### config.mk
export PLATFORM = sky130hd
export DESIGN_NAME = pwm_deadtime_gen
export DESIGN_NICKNAME = d
export VERILOG_FILES = /design/src/rtl/pwm_deadtime_gen.sv
export SDC_FILE = /design/constraint.sdc
export NUM_CORES = 1
export LEC_CHECK = 0
export ABC_AREA = 0
export CAP_MARGIN = 20
export CELL_PAD_IN_SITES_DETAIL_PLACEMENT = 1
export CELL_PAD_IN_SITES_GLOBAL_PLACEMENT = 2
export CORE_MARGIN = 4
export CORE_UTILIZATION = 28
export CTS_CLUSTER_DIAMETER = 50
export DETAILED_ROUTE_END_ITERATION = 16
export GPL_ROUTABILITY_DRIVEN = 0
export PLACE_DENSITY = 0.8
export SLEW_MARGIN = 10
export SYNTH_ARGS = -nofsm -noshare
export SYNTH_HDL_FRONTEND = slang
export SYNTH_SLANG_ARGS = --single-unit
### constraint.sdc
create_clock -name clk -period 2.55 [get_ports clk]
set_clock_uncertainty 0.2 [all_clocks]
set_input_delay 0.3825 -clock clk [delete_from_list [all_inputs] [get_ports clk]]
set_output_delay 0.3825 -clock clk [all_outputs]
set_load 0.02 [all_outputs]
### src/rtl/pwm_deadtime_gen.sv
// pwm_deadtime_gen: complementary half-bridge drive from pwm_in with programmable dead time on each edge.
// Outputs registered one edge after pwm_in is sampled; no backpressure. Optional fault latch: PWM_DT_FAULT_EN.
module pwm_deadtime_gen #(
  parameter int DT_WIDTH = 8
) (
  input  logic                clk,
  input  logic                rst_n,
  input  logic                dt_en,
  input  logic                pwm_in,
  input  logic [DT_WIDTH-1:0] dt_rise,
  input  logic [DT_WIDTH-1:0] dt_fall,
`ifdef PWM_DT_FAULT_EN
  input  logic                fault_in,
  input  logic                fault_clr,
  output logic                fault_latched,
`endif
  output logic                pwm_hi,
  output logic                pwm_lo,
  output logic                dt_active
);

  typedef enum logic [2:0] {
    IDLE  = 3'd0,
    HI_ON = 3'd1,
    LO_ON = 3'd2,
    DT_HL = 3'd3,
    DT_LH = 3'd4,
    FAULT = 3'd5
  } state_t;

  localparam logic [DT_WIDTH-1:0] CNT_ZERO = '0;
  localparam logic [DT_WIDTH-1:0] CNT_ONE  = DT_WIDTH'(1);

  state_t              state_q, state_d;
  logic [DT_WIDTH-1:0] cnt_q, cnt_d;
  logic                hi_q, lo_q, dta_q;

`ifdef PWM_DT_FAULT_EN
  logic sync1_q, sync2_q, fault_q;

  // fault_in may come from another domain; only sync2_q feeds the FSM
  always_ff @(posedge clk or negedge rst_n) begin
    if (!rst_n) begin
      sync1_q <= 1'b0;
      sync2_q <= 1'b0;
    end else begin
      sync1_q <= fault_in;
      sync2_q <= sync1_q;
    end
  end
`endif

  always_comb begin
    state_d = state_q;
    cnt_d   = cnt_q;
`ifdef PWM_DT_FAULT_EN
    if (sync2_q) begin
      state_d = FAULT;
      cnt_d   = CNT_ZERO;
    end else if (state_q == FAULT) begin
      if (fault_clr) state_d = IDLE;
    end else
`endif
    if (!dt_en) begin
      state_d = IDLE;
      cnt_d   = CNT_ZERO;
    end else begin
      case (state_q)
        IDLE: begin
          state_d = pwm_in ? HI_ON : LO_ON;
        end
        LO_ON: begin
          if (pwm_in) begin
            if (dt_rise == CNT_ZERO) begin
              state_d = HI_ON;
            end else begin
              state_d = DT_LH;
              cnt_d   = dt_rise;
            end
          end
        end
        HI_ON: begin
          if (!pwm_in) begin
            if (dt_fall == CNT_ZERO) begin
              state_d = LO_ON;
            end else begin
              state_d = DT_HL;
              cnt_d   = dt_fall;
            end
          end
        end
        // A request that reverts mid-count returns to the side already driving
        DT_LH: begin
          if (!pwm_in) begin
            state_d = LO_ON;
            cnt_d   = CNT_ZERO;
          end else if (cnt_q == CNT_ONE) begin
            state_d = HI_ON;
            cnt_d   = CNT_ZERO;
          end else begin
            cnt_d = cnt_q - CNT_ONE;
          end
        end
        DT_HL: begin
          if (pwm_in) begin
            state_d = HI_ON;
            cnt_d   = CNT_ZERO;
          end else if (cnt_q == CNT_ONE) begin
            state_d = LO_ON;
            cnt_d   = CNT_ZERO;
          end else begin
            cnt_d = cnt_q - CNT_ONE;
          end
        end
        default: begin
          state_d = IDLE;
          cnt_d   = CNT_ZERO;
        end
      endcase
    end
  end

  // Outputs are decoded from next state so they line up with state_q
  always_ff @(posedge clk or negedge rst_n) begin
    if (!rst_n) begin
      state_q <= IDLE;
      cnt_q   <= CNT_ZERO;
      hi_q    <= 1'b0;
      lo_q    <= 1'b0;
      dta_q   <= 1'b0;
`ifdef PWM_DT_FAULT_EN
      fault_q <= 1'b0;
`endif
    end else begin
      state_q <= state_d;
      cnt_q   <= cnt_d;
      hi_q    <= (state_d == HI_ON);
      lo_q    <= (state_d == LO_ON);
      dta_q   <= (state_d == DT_HL) || (state_d == DT_LH);
`ifdef PWM_DT_FAULT_EN
      fault_q <= (state_d == FAULT);
`endif
    end
  end

  assign pwm_hi    = hi_q;
  assign pwm_lo    = lo_q;
  assign dt_active = dta_q;
`ifdef PWM_DT_FAULT_EN
  assign fault_latched = fault_q;
`endif

endmodule

==> results of run 1 <==
-- power by group through the flow --
stage	registers [W]	clock network [W]	logic, W
finish	0.000253	0.000168	0.000186
global placement	0.000256	0	0.000180
CTS	0.000253	0.000173	0.000185
global route	0.000255	0.000183	0.000207
floorplan	0.000255	0	0.000102
detailed placement	0.000258	0	0.000184
-- synthesized netlist by cell type, drive strengths merged (3+ instances only) --
master	n	share of area, %
dfrtp	14	34
nor2	14	5.2
o21ai	13	6.4
inv	9	3.3
nor3	7	3.4
clkbuf	6	2.2
nand2	6	2.2
a22oi	5	3.7
a211oi	4	3.0
a21oi	4	2.0
nor4	4	2.5
a22o	3	2.6
nor3b	3	2.2
o22ai	3	2.5
or4	3	2.3
-- how the worst max path moves through the flow --
stage	start	endpoint	cells past startpoint
after floorplan	cnt_q[1]	state_q[0]	7
after global placement	dt_fall[5]	state_q[0]	6
after detailed placement	dt_rise[4]	cnt_q[0]	6
after CTS	cnt_q[1]	state_q[0]	7
after global routing	cnt_q[1]	state_q[0]	7
final	cnt_q[1]	state_q[0]	7
-- layout by cell type, fill, tap and decap left out, types with 3 or more instances in the layout --
cell             count
nor2_1              14
clkbuf_4             3
o21ai_0             13
a22o_1               3
nor3b_1              3
a211oi_1             4
nand2_1              6
dfrtp_1             14
buf_4                7
clkdlybuf4s50_1     22
a22oi_1              5
inv_1                9
a21oi_1              4
nor3_1               7
nor4_1               4
-- area by class of cell --
type	instances	area (sq um)	share of cell area [%]
clock buffer	4	36.28	2.680
inverter	9	33.78	2.495
multi-input combinational	93	603.1	44.55
sequential	14	350.3	25.88
tap	46	57.56	4.251
timing repair buffer	29	272.8	20.15
-- sequential cells by signal, summed over array words and instances, names as in the netlist --
register   count
cnt_q          8
pwm_lo         1
state_q        3
pwm_hi         1
dt_active      1
-- per-stage QoR --
step | cells | total power [W] | hold slack [ns] | setup TNS [ns] | utilization [%]
2_1_floorplan | 124 | 0.0003564 | -0.1131 | 0 | -
3_3_place_gp | 191 | 0.0004354 | 0.2897 | 0 | 38.46
3_5_place_dp | 191 | 0.0004420 | 0.3185 | -0.01214 | 38.46
4_1_cts | 195 | 0.0006116 | 0.3267 | 0 | 39.52
5_1_grt | 195 | 0.0006452 | 0.3555 | 0 | 39.63
6_report | 195 | 0.0006071 | 0.2978 | 0 | 39.63
-- repair_timing --
action	in CTS	in global routing
hold endpoints to repair	0	0
endpoints found under the setup margin	0	1
resized for setup	0	1
-- logic make-up after synthesis --
| logic type | after synthesis | share of synthesized area (%) |
|---|---|---|
| fa+ha+maj | 2 | 2.463 |
| flops | 14 | 34.48 |
| buf+inv | 17 | 6.527 |
| simple gates | 46 | 25.25 |
| compound gates | 45 | 31.28 |
-- metal layers --
layer	vias up	part of all wire (%)
met4	0	3.1
met3	8	4.6
li1	526	-
met2	38	49
met5	-	0
met1	524	43
==> metrics.md, run 1 <==
| Metric | Value |
|---|---|
| Crit-path cells | inv_1 > ha_1 > or4b_4 > o2111ai_2 > or4b_4 > a31oi_1 > nor2_1 |
| Met2 usage | 27.08% |
| FF-to-FF setup slack | roughly 0.15 ns |
| Final WL | about 3.3 mm |
| CTS clk-pin slew, worst paths | about 0.10 ns |
| # H-tree levels | 1 |
| Number of global-route vias before repair | between 1k and 1.5k |
| Worst r2r path cells | 7 |
| Die area | about 4700 sq um |
| CTS max path bufs | 2 |
| Delay-heaviest family, CP | simple AND/OR/NAND/NOR gates |
| Filler cell count | approximately 430 |
| Worst path buffer plus inverter count | 1 |
| Final #Nets | 172 |
| GRT Util Overall | roughly 16% |
| I/O pins | 23 |
| ANT cells | 0 |
| Met1 GRT Util | a little over a fifth |
| Std-Cell Rows | 21 |
| YS warnings | 0 |
| Net switching power figure | 0.0001951 W |
| Chip width | just under 70 um |
| Lkg Pwr | around 0.52 nW |
| Routed Antenna Nets | 0 |
| Fraction of registers with async set or reset after synthesis | 100.0% |
| Maximum capacitance violations | 0 |
| Critical path type | reg -> reg |
| Clock power share | 27.6% |
| CTS buffer count | 3 |
| CP Capture Type | register |
| Critical path required time | between 2 and 3 ns |
| CP max stage cell | or4b_4 |
| RSZ-0062 raised after global routing | false |
| Final setup viols | 0 |
| Via/cell ratio | 5.621 |
| Pins Over Slew Limit | 0 |
| Seq/Total Area, Yosys | 34.48% |
| Fmax | 0.4162 GHz |
| Postcts setup bufs | 0 |
| Dpl ws | -0.01143 ns |
| Logic pwr share | around 31% |
| Fin crit share | 94.21% |
| Crit path DAT | 2.38 ns |
| Clock root cell | clkbuf_4 |
| Final setup margin | about 0.15 ns |
| Cells after synthesis | between 100 and 150 |
| Max incr delay on CP | 0.51 ns |
| Core Region | 3416 sq um |
| Initial antenna violation count | 0 |
| FF+latch count, synth | 14 |
| Worst-Skew Late Latency | 0.28 ns |
| Power Density | between 400 and 500 nW/um^2 |
| Worst hold-check path type | in -> async |
| Fin area | between 1000 and 1500 sq um |
| EDFF count, synth | 0 |
| Iter 0 DRT Violations | 19 |
| Tmin final | between 2 and 2.5 ns |
| PortBufs | 22 |
| Drt drc | 0 |
| Vias post-DR | 1,096 |
| Status | complete, no violations |
| Synth-to-layout area growth | 33.25% |
| Global-route wire length before repair | 5.630 mm |
| WL per Instance | 17.10 um |
| Slew margin rel. | 54.69% |
| Ys flop type | dfrtp_1 |
| Reg2Reg Launch Point | cnt_q[1] |
| Global routing usage on met3 | 1.149% |
| Int Pwr | 0.0004120 W |
| Sw frac | between 30 and 40% |
| Largest net degree at the start of global routing | 16 |
| Worst R2R End | state_q[0] |
| Starting density of the core | 29.74% |
| Worst-Margin Slew | just under 0.7 ns |
| Die height | 68.24 um |
| Most frequent CP cell | or4b_4 |
| Gr ovfl total | 0 |
| Yosys cell types | 36 |
| Max FO, Critical Path | 4 |
| Drt pass-1 iters | 4 |
| CTS tree | done |
| Final HPWL DP | around 2.7 mm |
| CTS Sinks | 14 |
| Post-Syn Area | between 1000 and 1500 sq um |
| Final Hold Fails | 0 |
| Part of the power in registers | approximately two fifths |
| Global route hottest layer | met2 |
| Hold Buf Count CTS | 0 |
| Share of cells above drive strength 1 | 11.41% |
| CP Launch Type | register |
| Placed Area | approximately 1300 sq um |
| Worst vdd ir | between 0.1 and 0.15 mV |
| Post-Synthesis Net Count | between 100 and 150 |
| Average cell area after synthesis | between 8 and 9 sq um |
(Power assumes the default switching activity.)
==> run 2: changes to the inputs <==
--- a/config.mk
+++ b/config.mk
@@ -5,16 +5,16 @@
 export SDC_FILE = /design/constraint.sdc
 export NUM_CORES = 1
 export LEC_CHECK = 0
-export ABC_AREA = 0
+export ABC_AREA = 1
 export CAP_MARGIN = 20
 export CELL_PAD_IN_SITES_DETAIL_PLACEMENT = 1
 export CELL_PAD_IN_SITES_GLOBAL_PLACEMENT = 2
 export CORE_MARGIN = 4
-export CORE_UTILIZATION = 28
+export CORE_UTILIZATION = 26
 export CTS_CLUSTER_DIAMETER = 50
 export DETAILED_ROUTE_END_ITERATION = 16
 export GPL_ROUTABILITY_DRIVEN = 0
-export PLACE_DENSITY = 0.8
+export PLACE_DENSITY = 0.81
 export SLEW_MARGIN = 10
 export SYNTH_ARGS = -nofsm -noshare
 export SYNTH_HDL_FRONTEND = slang
==> metrics.md, run 2 <==
| Metric | Value |
|---|---|
| Final HPWL DP | between 2 and 3 mm |
| Inst Count DP | 244 |
| Core Region | 4000 sq um |
| Critical path type | in -> reg |
| CTS-repair resized insts | 0 |
| Register Area | between 300 and 400 sq um |
| Commonest non-fill, non-tap cell in the layout | nand2_1 |
| Drt pass-1 iters | 4 |
| Clock power share | between 30 and 40% |
| Lkg Pwr | just over 0.7 nW |
| Slew margin rel. | between 50% and 60% |
| Max FO, Critical Path | 9 |
| Maximum capacitance violations | 0 |
| Gr ovfl total | 0 |
| Postcts setup bufs | 0 |
| CTS buffer count | 3 |
| WL per Instance | roughly 14 um |
| Final setup margin | between 0.7 and 0.8 ns |
| Area contributors post-synth | dfrtp_1 33%, nand2_1 26%, nand3_1 9.3%, nor2_1 7.0%, inv_1 5.3% |
| Part of the power in registers | a little under two fifths |
| CTS Sinks | 14 |
| FF-to-FF setup slack | 0.78 ns |
| Cells after synthesis | 172 |
| Post-route setup TNS | 0 ns |
| WHS | 0.3364 ns |
| I/O pins | 23 |
| Max incr delay on CP | between 0.4 and 0.5 ns |
| Status | complete, no violations |
| Int Pwr | ~0.00045 W |
| Global-route wire length before repair | between 5 and 6 mm |
| Reg2Reg Launch Point | cnt_q[1] |
| Ys flop type | dfrtp_1 |
| CP max stage cell | clkdlybuf4s50_1 |
| CTS max path bufs | 2 |
| Multi-input gate area | between 600 and 700 sq um |
| Final Hold Fails | 0 |
| Total power | 0.0006517 W |
| Via/cell ratio | 4.649 |
| Most frequent cell after synthesis | nand2_1 |
| YS warnings | 0 |
| Crit path DAT | approximately 1.7 ns |
| Max FFs per register | 8 |
| Yosys cell types | 21 |
| Synth-to-layout area growth | 31.54% |
| Most frequent CP cell | nand2_1 |
| Starting density of the core | a little over a quarter |
| Sw frac | 30.85% |
| Power Density | roughly 460 nW/um^2 |
| Worst vdd ir | roughly 0.29 mV |
| PortBufs | 22 |
| Post-synth top cells | 75 x nand2_1, 20 x nand3_1, 20 x nor2_1 |
| Share of the synthesized area in the top cell type | about 33% |
| Initial antenna violation count | 0 |
| Drt drc | 0 |
| CP Capture Type | register |
| Hold Buf Count CTS | 0 |
| Die height | 72.18 um |
| Cell accounting for the most synthesized area | dfrtp_1 |
| Pins Over Slew Limit | 0 |
| Final Instance Count excl. Fillers | around 250 |
| Share of cells above drive strength 1 | about 8.6% |
| GRT Util Overall | 13.99% |
| CTS tree | done |
| Largest net degree at the start of global routing | 15 |
| Seq/Total Area, Yosys | between 30 and 40% |
| Tmin final | between 1.5 and 2 ns |
| CP Launch Type | input pin |
| Dpl ws | around 0.46 ns |
| Fmax | approximately 0.55 GHz |
| Crit-path cells | clkdlybuf4s50_1 > nor2_1 > nand2_1 > nor2_1 > o21ai_1 > nand2_2 > nor2_4 > nand2_1 > nand2_1 |
| Final setup viols | 0 |
| Fraction of registers with async set or reset after synthesis | 100.0% |
| RSZ-0062 raised after global routing | false |
| Post-Synthesis Net Count | 194 |
| Die area | 5210 sq um |
| CTS clk-pin slew, worst paths | 0.06 ns |
| Post-Syn Area | approximately 1100 sq um |
| Final #Nets | between 200 and 250 |
| Routed Antenna Nets | 0 |
| Iter 0 DRT Violations | 13 |
| ANT cells | 0 |
| Worst r2r path cells | 11 |
| Final WL | around 3.4 mm |
| Number of global-route vias before repair | approximately 1.2k |
| Average cell area after synthesis | between 6 and 7 sq um |
| Worst-Margin Slew | 0.6424 ns |
| Worst hold-check path type | in -> async |
| Net switching power figure | ~0.0002 W |
| Chip width | 72.18 um |
| FF+latch count, synth | 14 |
| Worst-Skew Late Latency | between 0.2 and 0.25 ns |
| Logic pwr share | 29.3% |
| Vias post-DR | 1,153 |
| # H-tree levels | 1 |
| Clock root cell | clkbuf_8 |
| Worst R2R End | dt_active |
| Filler cell count | between 500 and 600 |
| Std-Cell Rows | 23 |
| Biggest regs | cnt_q (8), state_q (3) |
| Fin crit share | a little over two thirds |
| EDFF count, synth | 0 |
| Most frequent cells in the layout | 75 x nand2_1, 22 x clkdlybuf4s50_1, 20 x nor2_1, 20 x nand3_1, 15 x inv_1 |
| Critical path required time | 2.48 ns |
| Biggest register | cnt_q |
run 2: kinds of logic (layout without fill, tap and decap cells):
group                      after synthesis  after routing  synth area share [%]
buffers and inverters                   19             45                 7.359
and+or+nand+nor                        124            124                 49.07
DFF                                     14             14                 32.71
xor gates and xnor gates                 4              4                 3.272
adders and majority gates                2              2                 2.336
AOI/OAI and AO/OA                        9              9                 5.256
run 2: routing by layer:
| metal | track usage, % | part of all wire [%] |
|---|---|---|
| met5 | 0 | 0 |
| met4 | 2.714 | 0.62 |
| met3 | 2.632 | 2.3 |
| met2 | 26.59 | 55 |
| met1 | 16.14 | 42 |
run 2: how the worst max path moves through the flow:
stage,to,slack (ns),cells after the start,start
3_3_place_gp,cnt_q[3],0.50,9,dt_rise[4]
3_5_place_dp,dt_active,0.46,11,dt_fall[4]
5_1_grt,cnt_q[3],0.58,9,dt_rise[4]
4_1_cts,dt_active,0.72,11,dt_fall[4]
2_1_floorplan,dt_active,1.03,11,cnt_q[1]
6_report,cnt_q[3],0.75,9,dt_rise[4]
run 2: worst max-delay path: cells and delay by family:
kind                   cells  cell delay (ns)
AO/OA/AOI/OAI              1             0.10
AND/OR/NAND/NOR            7             0.83
buffers and inverters      1             0.42
run 2: power by group through the flow:
stage	clock network, W	registers (W)	logic, W
floorplan	0	0.000251	0.000111
global placement	0	0.000250	0.000187
detailed placement	0	0.000251	0.000195
CTS	0.000221	0.000248	0.000196
global route	0.000228	0.000249	0.000216
finish	0.000213	0.000247	0.000191
run 2: layout make-up:
class	count	area share (%)
clock buffer	4	3.908
inverter	17	4.529
multi-input combinational	139	45.56
sequential	14	24.87
tap	50	4.441
timing repair buffer	24	16.70
run 2: metrics by stage:
step	area, sq um	util (%)
floorplan	1071	-
global placement	1354	33.84
detailed placement	1354	33.84
CTS	1409	35.22
global route	1409	35.22
finish	1409	35.22
